===== src/rtl/dcache_pkg.sv =====
// Shared types and default geometry for the direct-mapped data cache controller.
package dcache_pkg;

  localparam int DCACHE_LINES = 16;
  localparam int DCACHE_IDX_W = 4;

  typedef enum logic [1:0] {
    IDLE      = 2'd0,
    WRITEBACK = 2'd1,
    FETCH     = 2'd2,
    REFILL    = 2'd3
  } state_e;

endpackage


===== src/rtl/dcache_array.sv =====
// Line storage: valid/dirty/tag/data per line, combinational read, synchronous write.
module dcache_array #(
  parameter int LINES = 16,
  parameter int IDX_W = 4,
  parameter int TAG_W = 30 - IDX_W
) (
  input  logic             clk_i,
  input  logic             rst_i,
  input  logic [IDX_W-1:0] idx_i,
  input  logic             wrEn_i,
  input  logic [31:0]      wrData_i,
  input  logic             fillEn_i,
  input  logic [TAG_W-1:0] fillTag_i,
  input  logic [31:0]      fillData_i,
  input  logic             cleanEn_i,
  output logic             valid_o,
  output logic             dirty_o,
  output logic [TAG_W-1:0] tag_o,
  output logic [31:0]      data_o
);

  logic [LINES-1:0] valid_q;
  logic [LINES-1:0] dirty_q;
  logic [TAG_W-1:0] tag_q  [LINES];
  logic [31:0]      data_q [LINES];

  assign valid_o = valid_q[idx_i];
  assign dirty_o = dirty_q[idx_i];
  assign tag_o   = tag_q[idx_i];
  assign data_o  = data_q[idx_i];

  // Only the status bits are reset; stale tags/data are harmless once valid is clear.
  always_ff @(posedge clk_i) begin
    if (rst_i) begin
      valid_q <= '0;
      dirty_q <= '0;
    end else if (fillEn_i) begin
      valid_q[idx_i] <= 1'b1;
      dirty_q[idx_i] <= 1'b0;
    end else if (wrEn_i) begin
      dirty_q[idx_i] <= 1'b1;
    end else if (cleanEn_i) begin
      dirty_q[idx_i] <= 1'b0;
    end
  end

  always_ff @(posedge clk_i) begin
    if (!rst_i) begin
      if (fillEn_i) begin
        tag_q[idx_i]  <= fillTag_i;
        data_q[idx_i] <= fillData_i;
      end else if (wrEn_i) begin
        data_q[idx_i] <= wrData_i;
      end
    end
  end

endmodule


===== src/rtl/dcache_ctrl.sv =====
// Direct-mapped, write-back, write-allocate one-word-per-line data cache controller.
module dcache_ctrl
  import dcache_pkg::*;
#(
  parameter int LINES = DCACHE_LINES,
  parameter int IDX_W = DCACHE_IDX_W
) (
  input  logic        clk_i,
  input  logic        rst_i,
  input  logic        cpu_req_i,
  input  logic        cpu_write_i,
  input  logic [31:0] cpu_addr_i,
  input  logic [31:0] cpu_wdata_i,
  output logic [31:0] cpu_rdata_o,
  output logic        cpu_stall_o,
  output logic        mem_req_o,
  output logic        mem_write_o,
  output logic [31:0] mem_addr_o,
  output logic [31:0] mem_wdata_o,
  input  logic [31:0] mem_rdata_i,
  input  logic        mem_ack_i
);

  localparam int TAG_W = 30 - IDX_W;

  state_e             state_q, state_d;
  logic [IDX_W-1:0]   idx;
  logic [TAG_W-1:0]   addrTag;
  logic               lineValid, lineDirty;
  logic [TAG_W-1:0]   lineTag;
  logic [31:0]        lineData;
  logic               hit;
  logic               hitWrite, fillEn, cleanEn;
  logic               unusedAddrBits;

  assign idx            = cpu_addr_i[IDX_W+1:2];
  assign addrTag        = cpu_addr_i[31:IDX_W+2];
  assign unusedAddrBits = ^cpu_addr_i[1:0];
  assign hit            = (state_q == IDLE) && cpu_req_i && lineValid && (lineTag == addrTag);
  assign cpu_rdata_o    = lineData;

  dcache_array #(
    .LINES (LINES),
    .IDX_W (IDX_W),
    .TAG_W (TAG_W)
  ) uArray (
    .clk_i      (clk_i),
    .rst_i      (rst_i),
    .idx_i      (idx),
    .wrEn_i     (hitWrite),
    .wrData_i   (cpu_wdata_i),
    .fillEn_i   (fillEn),
    .fillTag_i  (addrTag),
    .fillData_i (mem_rdata_i),
    .cleanEn_i  (cleanEn),
    .valid_o    (lineValid),
    .dirty_o    (lineDirty),
    .tag_o      (lineTag),
    .data_o     (lineData)
  );

  always_ff @(posedge clk_i) begin
    if (rst_i) state_q <= IDLE;
    else       state_q <= state_d;
  end

  // The CPU holds its address through a miss, so idx still selects the victim/target line.
  always_comb begin
    state_d     = state_q;
    cpu_stall_o = 1'b0;
    mem_req_o   = 1'b0;
    mem_write_o = 1'b0;
    mem_addr_o  = '0;
    mem_wdata_o = '0;
    hitWrite    = 1'b0;
    fillEn      = 1'b0;
    cleanEn     = 1'b0;
    case (state_q)
      IDLE: begin
        if (cpu_req_i) begin
          if (hit) begin
            hitWrite = cpu_write_i;
          end else begin
            cpu_stall_o = 1'b1;
            state_d     = (lineValid && lineDirty) ? WRITEBACK : FETCH;
          end
        end
      end
      WRITEBACK: begin
        cpu_stall_o = 1'b1;
        mem_req_o   = 1'b1;
        mem_write_o = 1'b1;
        mem_addr_o  = {lineTag, idx, 2'b00};
        mem_wdata_o = lineData;
        if (mem_ack_i) begin
          cleanEn = 1'b1;
          state_d = FETCH;
        end
      end
      FETCH: begin
        cpu_stall_o = 1'b1;
        mem_req_o   = 1'b1;
        mem_addr_o  = {cpu_addr_i[31:2], 2'b00};
        if (mem_ack_i) begin
          fillEn  = 1'b1;
          state_d = REFILL;
        end
      end
      REFILL: begin
        cpu_stall_o = 1'b1;
        state_d     = IDLE;
      end
      default: state_d = IDLE;
    endcase
  end

endmodule


===== config.mk =====
export PLATFORM = sky130hd
export DESIGN_NAME = dcache_ctrl
export DESIGN_NICKNAME = d
export VERILOG_FILES = /design/src/rtl/dcache_pkg.sv /design/src/rtl/dcache_array.sv /design/src/rtl/dcache_ctrl.sv
export SDC_FILE = /design/constraint.sdc
export NUM_CORES = 1
export LEC_CHECK = 0
export BUFFER_PORTS_ARGS = -buffer_cell sky130_fd_sc_hd__buf_2
export CAP_MARGIN = 30
export CORE_MARGIN = 8
export CORE_UTILIZATION = 53
export DETAILED_ROUTE_END_ITERATION = 10
export PLACE_DENSITY = 0.77
export SYNTH_ARGS = -nofsm -noshare
export SYNTH_HDL_FRONTEND = slang
export SYNTH_SLANG_ARGS = --single-unit

===== constraint.sdc =====
create_clock -name clk_i -period 4.4 [get_ports clk_i]
set_input_delay 0.44 -clock clk_i [delete_from_list [all_inputs] [get_ports clk_i]]
set_output_delay 0.44 -clock clk_i [all_outputs]
set_load 0.1 [all_outputs]

==> impl_metrics.json <==
{
  "outcome": "complete, no violations",
  "insertion_delay_ns": 0.68,
  "whs_ns": 0.1708,
  "core_um2": 74070,
  "syn_avg_cell_area_um2": 19.64,
  "hold_viol_final": 0,
  "worstSetupEndpointType": "output pin",
  "path_max_fanout": 3,
  "drc": 0,
  "finish.utilization_pct": 61.63,
  "detail-route-antenna-nets": 0,
  "die_h_um": 288.8,
  "dr.first_iter.drc_count": 2616,
  "io_pins": 200,
  "stdcell_count": 3358,
  "worstPathRequired_ns": 3.96,
  "grt_setup_unrepaired": "no",
  "cts_setup_buffers": 0,
  "h-tree-depth": 3,
  "ys_ff_latch": 962,
  "grt_pass1_vias": 22440,
  "synthArstFlopShare_pct": 0,
  "synth_flop_cell": "edfxtp_1",
  "yosys.area.top_type": "edfxtp_1",
  "port_buffers": 195,
  "max-vdd-ir-drop_v": 0.0004391,
  "vias": 21650,
  "power.total_mw": 21.04,
  "gr-usage-all-layers_pct": 23.44,
  "powerDensity_nw_per_um2": 460.8,
  "place_ws_ns": -0.1815,
  "clkTransAtPathRegs_ns": 0.06,
  "r2r_start": "uArray.tag_q[15][5]",
  "start_util_pct": 53.24,
  "cts_buffers": 94,
  "cts.sinks": 962,
  "slowest_delay_ns": 0.53,
  "drt_pass1_iterations": 6,
  "gp_congestion": 0.8980,
  "grt_max_degree": 98,
  "fillers": 4960,
  "syn_area_um2": 39440,
  "hold_buffers": 0,
  "cts_tree": "yes",
  "critPathLaunchType": "flop",
  "clockBufferDepth": 3,
  "max-slew-margin-rel_pct": 37.81,
  "die-width_um": 288.8,
  "min_path_type": "primary input to flop",
  "drv_slew": 0,
  "critPathArrivalTime_ns": 3.94,
  "cp_slowest_cell": "mux4_2",
  "synth-edff-count": 928,
  "timing_worst_setup_path_type": "flop to output pin",
  "wire_per_inst_um": 29.38,
  "hpwl_um": 58150,
  "cts_root_buffer": "clkbuf_16",
  "syn2layout_area_growth_pct": 15.75,
  "grt_pass1_wl_um": 143500,
  "viasPerCell": 6.448,
  "skew_ns": 0.05578,
  "whs_path_depth": 1,
  "synth-seq-area-share_pct": 72.39,
  "antenna_found_initial": 8,
  "setup_viol": 0,
  "setup_tns_ns": 0,
  "critPathLaunch": "uArray.tag_q[15][5]",
  "wirelength_um": 98650,
  "synth.top_cell.area_share_pct": 70.66,
  "fp.dieArea_um2": 83390,
  "place_inst": 3181,
  "post-route-period-util_pct": 99.48,
  "final_nets": 2414,
  "period_minus_slack_ns": 4.377,
  "rr_worst_depth": 9,
  "worst_slack_ns": 0.02285,
  "stdcell_area_um2": 45650,
  "cts_resized": 0,
  "cp_cell_sequence": "mux4_2, a22oi_1, o2111ai_1, o31a_1, nor4bb_1, nand4_1, o32ai_1, buf_4, inv_1, buf_2",
  "worstHoldStart": "cpu_addr_i[23]",
  "syn_inst": 2008,
  "p_leak_nw": 15.03,
  "worstMarginPinSlew_ns": 0.9328,
  "synth_cell_type_count": 76,
  "yosysWarnings": 0,
  "place_area_um2": 42710,
  "grt_remaining_overflow": 0,
  "rows": 100,
  "cap_violations": 0,
  "drive_gt1_share_pct": 32.38,
  "fmax_mhz": 228.5,
  "ys_top_cells_by_area": "edfxtp_1 (71%), mux4_2 (14%), mux2i_1 (2.1%)"
}
[cells by family (layout without fill, tap and decap cells)]
logic type	Yosys count	in the layout	share of synthesized area (%)
other	1	7	0.009509
buffers and inverters	160	535	2.069
XOR/XNOR	21	21	0.4855
multiplexers	377	377	17.61
AO/OA/AOI/OAI	211	211	3.791
flip-flops	962	962	72.39
AND/OR/NAND/NOR	272	272	3.519
adder cells (fa/ha/maj)	4	4	0.1269
[critical path, delay by kind of cell, from the launching register on]
kind | cells | cell delay (ns)
AOI/OAI and AO/OA | 4 | 1.31
DFF | 1 | 0.37
muxes | 1 | 0.53
buffers and inverters | 3 | 0.52
and+or+nand+nor | 2 | 0.54
[area by class of cell]
type | instances | area [um2] | share of cell area [%]
timing repair buffer | 327 | 2502 | 5.482
clock buffer | 115 | 2431 | 5.326
antenna | 5 | 12.51 | 0.02741
multi-input combinational | 887 | 10320 | 22.61
inverter | 37 | 140.1 | 0.3070
tap | 969 | 1212 | 2.656
clock inverter | 56 | 480.5 | 1.053
sequential | 962 | 28550 | 62.54
[layout by cell type (no fill, tap or decap), types with 5 or more instances in the layout]
| cell type | instances |
|---|---|
| edfxtp_1 | 928 |
| mux4_2 | 241 |
| buf_2 | 190 |
| clkbuf_16 | 94 |
| buf_4 | 94 |
| mux2i_1 | 81 |
| nand2_1 | 76 |
| and2_1 | 40 |
| mux2_2 | 40 |
| buf_12 | 40 |
| inv_1 | 35 |
| a22oi_1 | 35 |
| dfxtp_1 | 34 |
| nor2_4 | 32 |
| clkinv_1 | 29 |
| nor2b_1 | 29 |
| nand3_1 | 27 |
| o21ai_0 | 26 |
| o22ai_1 | 23 |
| nor2_1 | 21 |
| a21oi_1 | 21 |
| clkbuf_1 | 21 |
| o21ai_1 | 20 |
| clkinv_2 | 13 |
| xnor2_1 | 11 |
| a31oi_1 | 10 |
| mux2_1 | 9 |
| xor2_1 | 9 |
| a32oi_1 | 8 |
| a22o_1 | 7 |
| o211ai_1 | 7 |
| o2bb2ai_1 | 7 |
| nand4_1 | 7 |
| a221oi_1 | 6 |
| a211oi_1 | 6 |
| diode_2 | 5 |
| a21boi_1 | 5 |
| mux4_1 | 5 |
| nand3b_1 | 5 |
[worst paths after layout]
path / slack, ns / end
worst max-delay path: 0.02 / cpu_stall_o
worst min register to register: 0.47 / flop
worst max register to register: 0.27 / uArray.data_q[15][29]
worst min-delay path: 0.17 / uArray.tag_q[8][17]
[per-layer routing]
metal | vias up | track usage, % | part of all wire (%)
li1 | 8912 | - | -
met1 | 11110 | 29.08 | 36
met2 | 1356 | 39.33 | 50
met3 | 273 | 5.868 | 10
met4 | 2 | 9.858 | 4.0
met5 | - | 0 | 0.0091
[synthesized netlist by cell type (5+ instances only)]
master       n
a211oi_1     6
a21boi_0     6
a21oi_1     21
a221oi_1     6
a22o_1       7
a22oi_1     35
a31oi_1     10
a32oi_1      8
and2_1      40
buf_1       12
buf_2       29
buf_4        9
buf_6       12
clkbuf_1    57
dfxtp_1     34
edfxtp_1   928
inv_1       36
mux2_1       9
mux2_2      40
mux2i_1     81
mux4_1       5
mux4_2     241
nand2_1     76
nand3_1     27
nand3b_1     5
nand4_1      7
nor2_1      53
nor2b_1     30
o211ai_1     7
o21ai_0     26
o21ai_1     20
o22ai_1     23
o2bb2ai_1    7
xnor2_1     11
xor2_1       9
[registers in the layout, indices dropped and copies added, names as in the netlist, named ones only]
register,count
uArray.tag_q,416
state_q,2
uArray.data_q,512
uArray.valid_q,16
[power by group]
group | switching (mW) | total, mW | internal [mW]
clock network | 3.42 | 7.57 | 4.15
logic | 2.53 | 3.33 | 0.801
registers | 0.0228 | 10.1 | 10.1
No activity file was read; power rests on OpenSTA's default activity.
